==> src/rtl/riscv_mem_pkg.sv <==
// Shared definitions for the arbitrated instruction/data memory port.
package riscv_mem_pkg;

    // Arbiter sequencing states.
    typedef enum logic {
        IDLE   = 1'b0,
        ACCESS = 1'b1
    } arb_state_t;

    // Requester identifiers carried through a transaction.
    localparam logic REQ_IF = 1'b0;
    localparam logic REQ_D  = 1'b1;

    // Default timing and fairness settings.
    localparam int DEF_MEM_LAT    = 1;
    localparam int DEF_STARVE_MAX = 4;

endpackage

==> src/rtl/mem_arb_pick.sv <==
// Priority decision between fetch and data requests: data normally wins,
// but a fetch that has been passed over STARVE_MAX times in a row wins next.
module mem_arb_pick
    import riscv_mem_pkg::*;
#(
    parameter int STARVE_MAX = DEF_STARVE_MAX
) (
    input  logic clk,
    input  logic rst,
    input  logic if_req,
    input  logic d_req,
    input  logic arb_edge,
    output logic winner
);

    logic [3:0] starve_cnt;
    logic       starved;

    assign starved = (starve_cnt == 4'(STARVE_MAX));

    // Data over fetch, unless the fetch side has waited long enough.
    always_comb begin
        winner = REQ_IF;
        if (d_req && !(if_req && starved)) begin
            winner = REQ_D;
        end
    end

    // Count consecutive data wins that left a fetch waiting; saturates.
    always_ff @(posedge clk or posedge rst) begin
        if (rst) begin
            starve_cnt <= '0;
        end else if (arb_edge) begin
            if (!if_req || winner == REQ_IF) begin
                starve_cnt <= '0;
            end else if (!starved) begin
                starve_cnt <= starve_cnt + 4'd1;
            end
        end
    end

endmodule

==> src/rtl/mem_arbiter.sv <==
// Shares one single-port memory between instruction fetch and data access.
// Handshake: a requester holds req (with its addr/data) as a level; it is
// sampled only while idle. gnt is high for the MEM_LAT cycles the access
// owns the memory, and valid pulses for one cycle when the access is done
// (rdata updated for loads/fetches). A requester drops req in its valid
// cycle if it wants nothing more; otherwise the held req is re-arbitrated.
module mem_arbiter
    import riscv_mem_pkg::*;
#(
    parameter int ADDR_W     = 32,
    parameter int DATA_W     = 32,
    parameter int MEM_LAT    = DEF_MEM_LAT,
    parameter int STARVE_MAX = DEF_STARVE_MAX
) (
    input  logic              clk,
    input  logic              rst,
    input  logic              if_req,
    input  logic [ADDR_W-1:0] if_addr,
    output logic              if_gnt,
    output logic [DATA_W-1:0] if_rdata,
    output logic              if_valid,
    input  logic              d_req,
    input  logic              d_we,
    input  logic [ADDR_W-1:0] d_addr,
    input  logic [DATA_W-1:0] d_wdata,
    output logic              d_gnt,
    output logic [DATA_W-1:0] d_rdata,
    output logic              d_valid,
    output logic              mem_en,
    output logic              mem_wr,
    output logic [ADDR_W-1:0] mem_addr,
    output logic [DATA_W-1:0] mem_wdata,
    input  logic [DATA_W-1:0] mem_rdata
);

    arb_state_t        state;
    arb_state_t        state_next;
    logic [3:0]        wait_cnt;
    logic [ADDR_W-1:0] lat_addr;
    logic [DATA_W-1:0] lat_wdata;
    logic              lat_we;
    logic              lat_id;
    logic              any_req;
    logic              arb_edge;
    logic              last_cycle;
    logic              winner;

    assign any_req    = if_req | d_req;
    assign arb_edge   = (state == IDLE);
    assign last_cycle = (state == ACCESS) && (wait_cnt == 4'(MEM_LAT - 1));

    mem_arb_pick #(
        .STARVE_MAX(STARVE_MAX)
    ) u_pick (
        .clk     (clk),
        .rst     (rst),
        .if_req  (if_req),
        .d_req   (d_req),
        .arb_edge(arb_edge),
        .winner  (winner)
    );

    // State register.
    always_ff @(posedge clk or posedge rst) begin
        if (rst) begin
            state <= IDLE;
        end else begin
            state <= state_next;
        end
    end

    // Next state and the memory/grant outputs driven while an access is active.
    always_comb begin
        state_next = state;
        if_gnt     = 1'b0;
        d_gnt      = 1'b0;
        mem_en     = 1'b0;
        mem_wr     = 1'b0;
        mem_addr   = '0;
        mem_wdata  = '0;
        case (state)
            IDLE: begin
                if (any_req) begin
                    state_next = ACCESS;
                end
            end
            ACCESS: begin
                mem_en    = 1'b1;
                mem_wr    = lat_we;
                mem_addr  = lat_addr;
                mem_wdata = lat_wdata;
                if_gnt    = (lat_id == REQ_IF);
                d_gnt     = (lat_id == REQ_D);
                if (last_cycle) begin
                    state_next = IDLE;
                end
            end
            default: state_next = IDLE;
        endcase
    end

    // Capture the winner's transaction and count the access cycles.
    always_ff @(posedge clk or posedge rst) begin
        if (rst) begin
            wait_cnt  <= '0;
            lat_addr  <= '0;
            lat_wdata <= '0;
            lat_we    <= 1'b0;
            lat_id    <= REQ_IF;
        end else if (state == IDLE) begin
            wait_cnt <= '0;
            if (any_req) begin
                lat_id <= winner;
                if (winner == REQ_D) begin
                    lat_addr  <= d_addr;
                    lat_we    <= d_we;
                    lat_wdata <= d_wdata;
                end else begin
                    lat_addr  <= if_addr;
                    lat_we    <= 1'b0;
                    lat_wdata <= '0;
                end
            end
        end else if (!last_cycle) begin
            wait_cnt <= wait_cnt + 4'd1;
        end
    end

    // Completion: one-cycle valid to the winner, read data registered for loads/fetches.
    always_ff @(posedge clk or posedge rst) begin
        if (rst) begin
            if_valid <= 1'b0;
            d_valid  <= 1'b0;
            if_rdata <= '0;
            d_rdata  <= '0;
        end else begin
            if_valid <= last_cycle && (lat_id == REQ_IF);
            d_valid  <= last_cycle && (lat_id == REQ_D);
            if (last_cycle && !lat_we) begin
                if (lat_id == REQ_IF) begin
                    if_rdata <= mem_rdata;
                end else begin
                    d_rdata <= mem_rdata;
                end
            end
        end
    end

endmodule

==> config.mk <==
export PLATFORM = sky130hd
export DESIGN_NAME = mem_arbiter
export DESIGN_NICKNAME = d
export VERILOG_FILES = /design/src/rtl/riscv_mem_pkg.sv /design/src/rtl/mem_arb_pick.sv /design/src/rtl/mem_arbiter.sv
export SDC_FILE = /design/constraint.sdc
export NUM_CORES = 1
export LEC_CHECK = 0
export BUFFER_PORTS_ARGS = -buffer_cell sky130_fd_sc_hd__buf_2
export CORE_MARGIN = 10
export CORE_UTILIZATION = 30
export CTS_CLUSTER_SIZE = 40
export DETAILED_ROUTE_END_ITERATION = 6
export HOLD_SLACK_MARGIN = 0.02
export SLEW_MARGIN = 40
export SYNTH_ARGS = -nofsm -noshare
export SYNTH_HDL_FRONTEND = slang
export SYNTH_SLANG_ARGS = --single-unit
==> constraint.sdc <==
create_clock -name clk -period 7.9 [get_ports clk]
set_input_delay 0.79 -clock clk [delete_from_list [all_inputs] [get_ports clk]]
set_output_delay 0.79 -clock clk [all_outputs]
set_load 0.02 [all_outputs]
==> results.cfg <==
[run_status]
run_status = completed

[placed_design]
buffer_ports.inserted = 266
post-place-ws_ns = 5.08
gp_congestion = 0.787
dpl.hpwl_um = 13500

[layout]
num-fill-cells = 2000
fraction_of_layout_instances_using_a_drive_strength_above_1_pct = 47.9
final_nets = 911
flow.area_growth_from_synthesis_pct = 34.2

[detailed_routing]
drt-total-wl_um = 19000
drt_iter0_drc = 293
drc = 0
routed_vias_inst = 4.69
vias = 4967
dr.pass1.iters = 4
wl_per_cell_um = 18.0
detail-route-antenna-nets = 0

[critical_path]
cp-end-kind = primary output
critPathLaunchType = register
bufs_and_invs_on_worst_path = 2
cpMaxStageDelayCell = sky130_fd_sc_hd__dfrtp_4
cp.required_ns = 7.11
critical_path.max_fanout = 77
reg2reg_to = if_rdata[21]
crit_type = register to primary output
timing.rr.start = state
worst_stage_delay_on_the_critical_path_ns = 0.86
cp_top_family = flip-flops
register_to_register_path_depth = 4
path_cells = nand2_1, inv_1, buf_2
critPathArrivalTime_ns = 1.83
worst-r2r-setup-slack_ns = 5.38

[floorplanning]
die-width_um = 165
initial_core_util_pct = 30.7
floorplan.die.height_um = 165
fp-row-count = 52
coreArea_sq_mm = 0.0204
dieArea_sq_mm = 0.0271
design.portCount = 267

[yosys]
flops_latches_synth = 141
synth_sequential_area_ratio_pct = 56.2
post_synth_inst_count = 526
post_synth_instance_area_sq_mm = 0.00628
yosysUniqueCellTypes = 37
yosys_warnings = 0
syn-mean-instance-area_sq_um = 11.9
syn-num-nets = 663

[cts]
cts_sinks = 141
h-tree-depth = 4
cts_hold_buffers = 0
cts_root_buf = sky130_fd_sc_hd__clkbuf_16
cts_resized = 0
worst_skew_pair.late_latency_ns = 0.42
cts_inserted_buffers = 17
post_cts_buffers = 0
cts_tree = built
clk_pin_slew_ns = 0.07
clockBufferDepth = 2

[global_routing]
first_pass_grt_wire_length_um = 29600
global_route.usage.total_pct = 13.6
grt_start_max_net_pins = 78
grt_antenna_before_repair = 0
first_global_vias = 5378
overflow = 0

[sta]
max-slew-margin-rel_pct = 50.1
grt_setup_unrepaired = false
finalMaxSlewViolations = 0
fin_crit_sh_pct = 33.1
tightestPinTransition_ns = 0.749
report.final.setup_viol = 0
fmax_ghz = 0.382
fin_ws_ns = 5.28
finalHoldViolations = 0
final.setup_skew_ns = 0.0167
fin_tns_setup_ns = 0
finalCriticalPeriod_ns = 2.62

[hold_path]
hold_class = input port to asynchronous set/reset pin

[run]
timing.max_cap.violations = 0

[power_and_ir_drop]
power-per-cell-area_mw_per_mm2 = 318
worst_ir_drop_vdd_mv = 0.128
power.leakage_nw = 4.24
sequential cells by signal, summed over array words and instances (netlist names):
signal and flops:
d_rdata 32, if_rdata 32, lat_addr 32, lat_wdata 32, u_pick.starve_cnt 4, wait_cnt 4
d_valid 1, if_valid 1, lat_id 1, lat_we 1, state 1
per-layer routing:
layer	GRT usage, %	share of wire [%]
met1	17.0	44
met2	21.3	46
met3	4.71	8.7
met4	4.99	1.5
met5	0	0
Yosys cell counts:
cell | number | area share (%)
sky130_fd_sc_hd__a211oi_1 | 1 | 0.12
sky130_fd_sc_hd__a21o_1 | 2 | 0.24
sky130_fd_sc_hd__a21oi_1 | 1 | 0.080
sky130_fd_sc_hd__a22o_1 | 35 | 4.9
sky130_fd_sc_hd__a31o_2 | 1 | 0.14
sky130_fd_sc_hd__and2_1 | 66 | 6.6
sky130_fd_sc_hd__and2b_1 | 1 | 0.12
sky130_fd_sc_hd__and3_1 | 1 | 0.10
sky130_fd_sc_hd__buf_1 | 2 | 0.12
sky130_fd_sc_hd__buf_2 | 6 | 0.48
sky130_fd_sc_hd__buf_6 | 3 | 0.54
sky130_fd_sc_hd__clkbuf_1 | 34 | 2.0
sky130_fd_sc_hd__dfrtp_1 | 141 | 56
sky130_fd_sc_hd__ha_1 | 4 | 0.80
sky130_fd_sc_hd__inv_1 | 7 | 0.42
sky130_fd_sc_hd__mux2_1 | 2 | 0.36
sky130_fd_sc_hd__mux2_2 | 33 | 5.9
sky130_fd_sc_hd__mux2_4 | 30 | 7.2
sky130_fd_sc_hd__mux2i_1 | 1 | 0.16
sky130_fd_sc_hd__nand2_1 | 68 | 4.1
sky130_fd_sc_hd__nand2b_1 | 1 | 0.10
sky130_fd_sc_hd__nand3_1 | 2 | 0.16
sky130_fd_sc_hd__nand4_1 | 32 | 3.2
sky130_fd_sc_hd__nand4b_1 | 1 | 0.14
sky130_fd_sc_hd__nor2_1 | 6 | 0.36
sky130_fd_sc_hd__nor2b_1 | 3 | 0.30
sky130_fd_sc_hd__nor3_1 | 1 | 0.080
sky130_fd_sc_hd__nor4_2 | 1 | 0.20
sky130_fd_sc_hd__nor4b_1 | 1 | 0.14
sky130_fd_sc_hd__o211ai_1 | 32 | 3.8
sky130_fd_sc_hd__o21ba_2 | 1 | 0.16
sky130_fd_sc_hd__o21bai_1 | 1 | 0.12
sky130_fd_sc_hd__o31ai_1 | 1 | 0.12
sky130_fd_sc_hd__or3b_2 | 1 | 0.14
sky130_fd_sc_hd__or4b_1 | 1 | 0.16
sky130_fd_sc_hd__xnor2_1 | 1 | 0.14
sky130_fd_sc_hd__xor2_1 | 1 | 0.14
power by group:
group | total [mW] | internal (mW) | switching, mW
clock network | 0.776 | 0.419 | 0.357
registers | 1.04 | 0.926 | 0.116
logic | 0.861 | 0.373 | 0.489
how the worst max path moves through the flow:
stage	cells past startpoint	slack (ns)	from	endpoint
4_1_cts	3	5.18	state	d_gnt
2_1_floorplan	1	3.33	rst	d_rdata[0]
5_1_grt	3	5.10	state	d_gnt
3_5_place_dp	6	5.08	if_req	lat_wdata[17]
6_report	3	5.28	state	d_gnt
3_3_place_gp	4	5.08	state	if_rdata[24]
kinds of logic after synthesis:
kind of cell	count (synthesis)	share of synthesized area, %
compound gates	75	9.69
xor+xnor	2	0.279
simple gates	186	15.8
mux	66	13.6
flops	141	56.2
fa+ha+maj	4	0.797
buf+inv	52	3.59
final cells by class:
cell class                      instances  area, sq um  area share, %
Inverter                                7         31.3          0.371
Multi-Input combinational cell        333         2540           30.2
Clock buffer                           17          425           5.05
Antenna cell                            2         5.00         0.0594
Tap cell                              270          338           4.01
Clock inverter                         15          151           1.80
Timing Repair Buffer                  274         1400           16.6
Sequential cell                       141         3530           41.9
metrics by stage:
stage               cells  power (mW)  instance area [sq um]  utilization [%]  hold WS [ns]
global route         1057        2.84                   8420             41.2         0.507
global placement     1025        1.92                   7830             38.3         0.471
detailed placement   1025        1.93                   7840             38.4         0.473
CTS                  1057        2.73                   8420             41.2         0.487
floorplan             526        1.60                   6280                -         0.447
finish               1059        2.68                   8420             41.2         0.468
placed cells by master (no fill, tap or decap), types with 2 or more instances in the layout:
cell and n:
sky130_fd_sc_hd__a21o_1 2, sky130_fd_sc_hd__a22o_1 35, sky130_fd_sc_hd__and2_1 66, sky130_fd_sc_hd__buf_2 266
sky130_fd_sc_hd__buf_4 7, sky130_fd_sc_hd__clkbuf_16 17, sky130_fd_sc_hd__clkinv_4 2, sky130_fd_sc_hd__clkinv_8 2
sky130_fd_sc_hd__clkinvlp_4 4, sky130_fd_sc_hd__dfrtp_1 140, sky130_fd_sc_hd__diode_2 2, sky130_fd_sc_hd__ha_1 4
sky130_fd_sc_hd__inv_1 6, sky130_fd_sc_hd__inv_6 4, sky130_fd_sc_hd__inv_8 4, sky130_fd_sc_hd__mux2_1 2
sky130_fd_sc_hd__mux2_2 33, sky130_fd_sc_hd__mux2_4 30, sky130_fd_sc_hd__nand2_1 68, sky130_fd_sc_hd__nand3_1 2
sky130_fd_sc_hd__nand4_1 32, sky130_fd_sc_hd__nor2_1 6, sky130_fd_sc_hd__nor2b_1 3, sky130_fd_sc_hd__o211ai_1 32
Power figures use the tool's default switching activity.
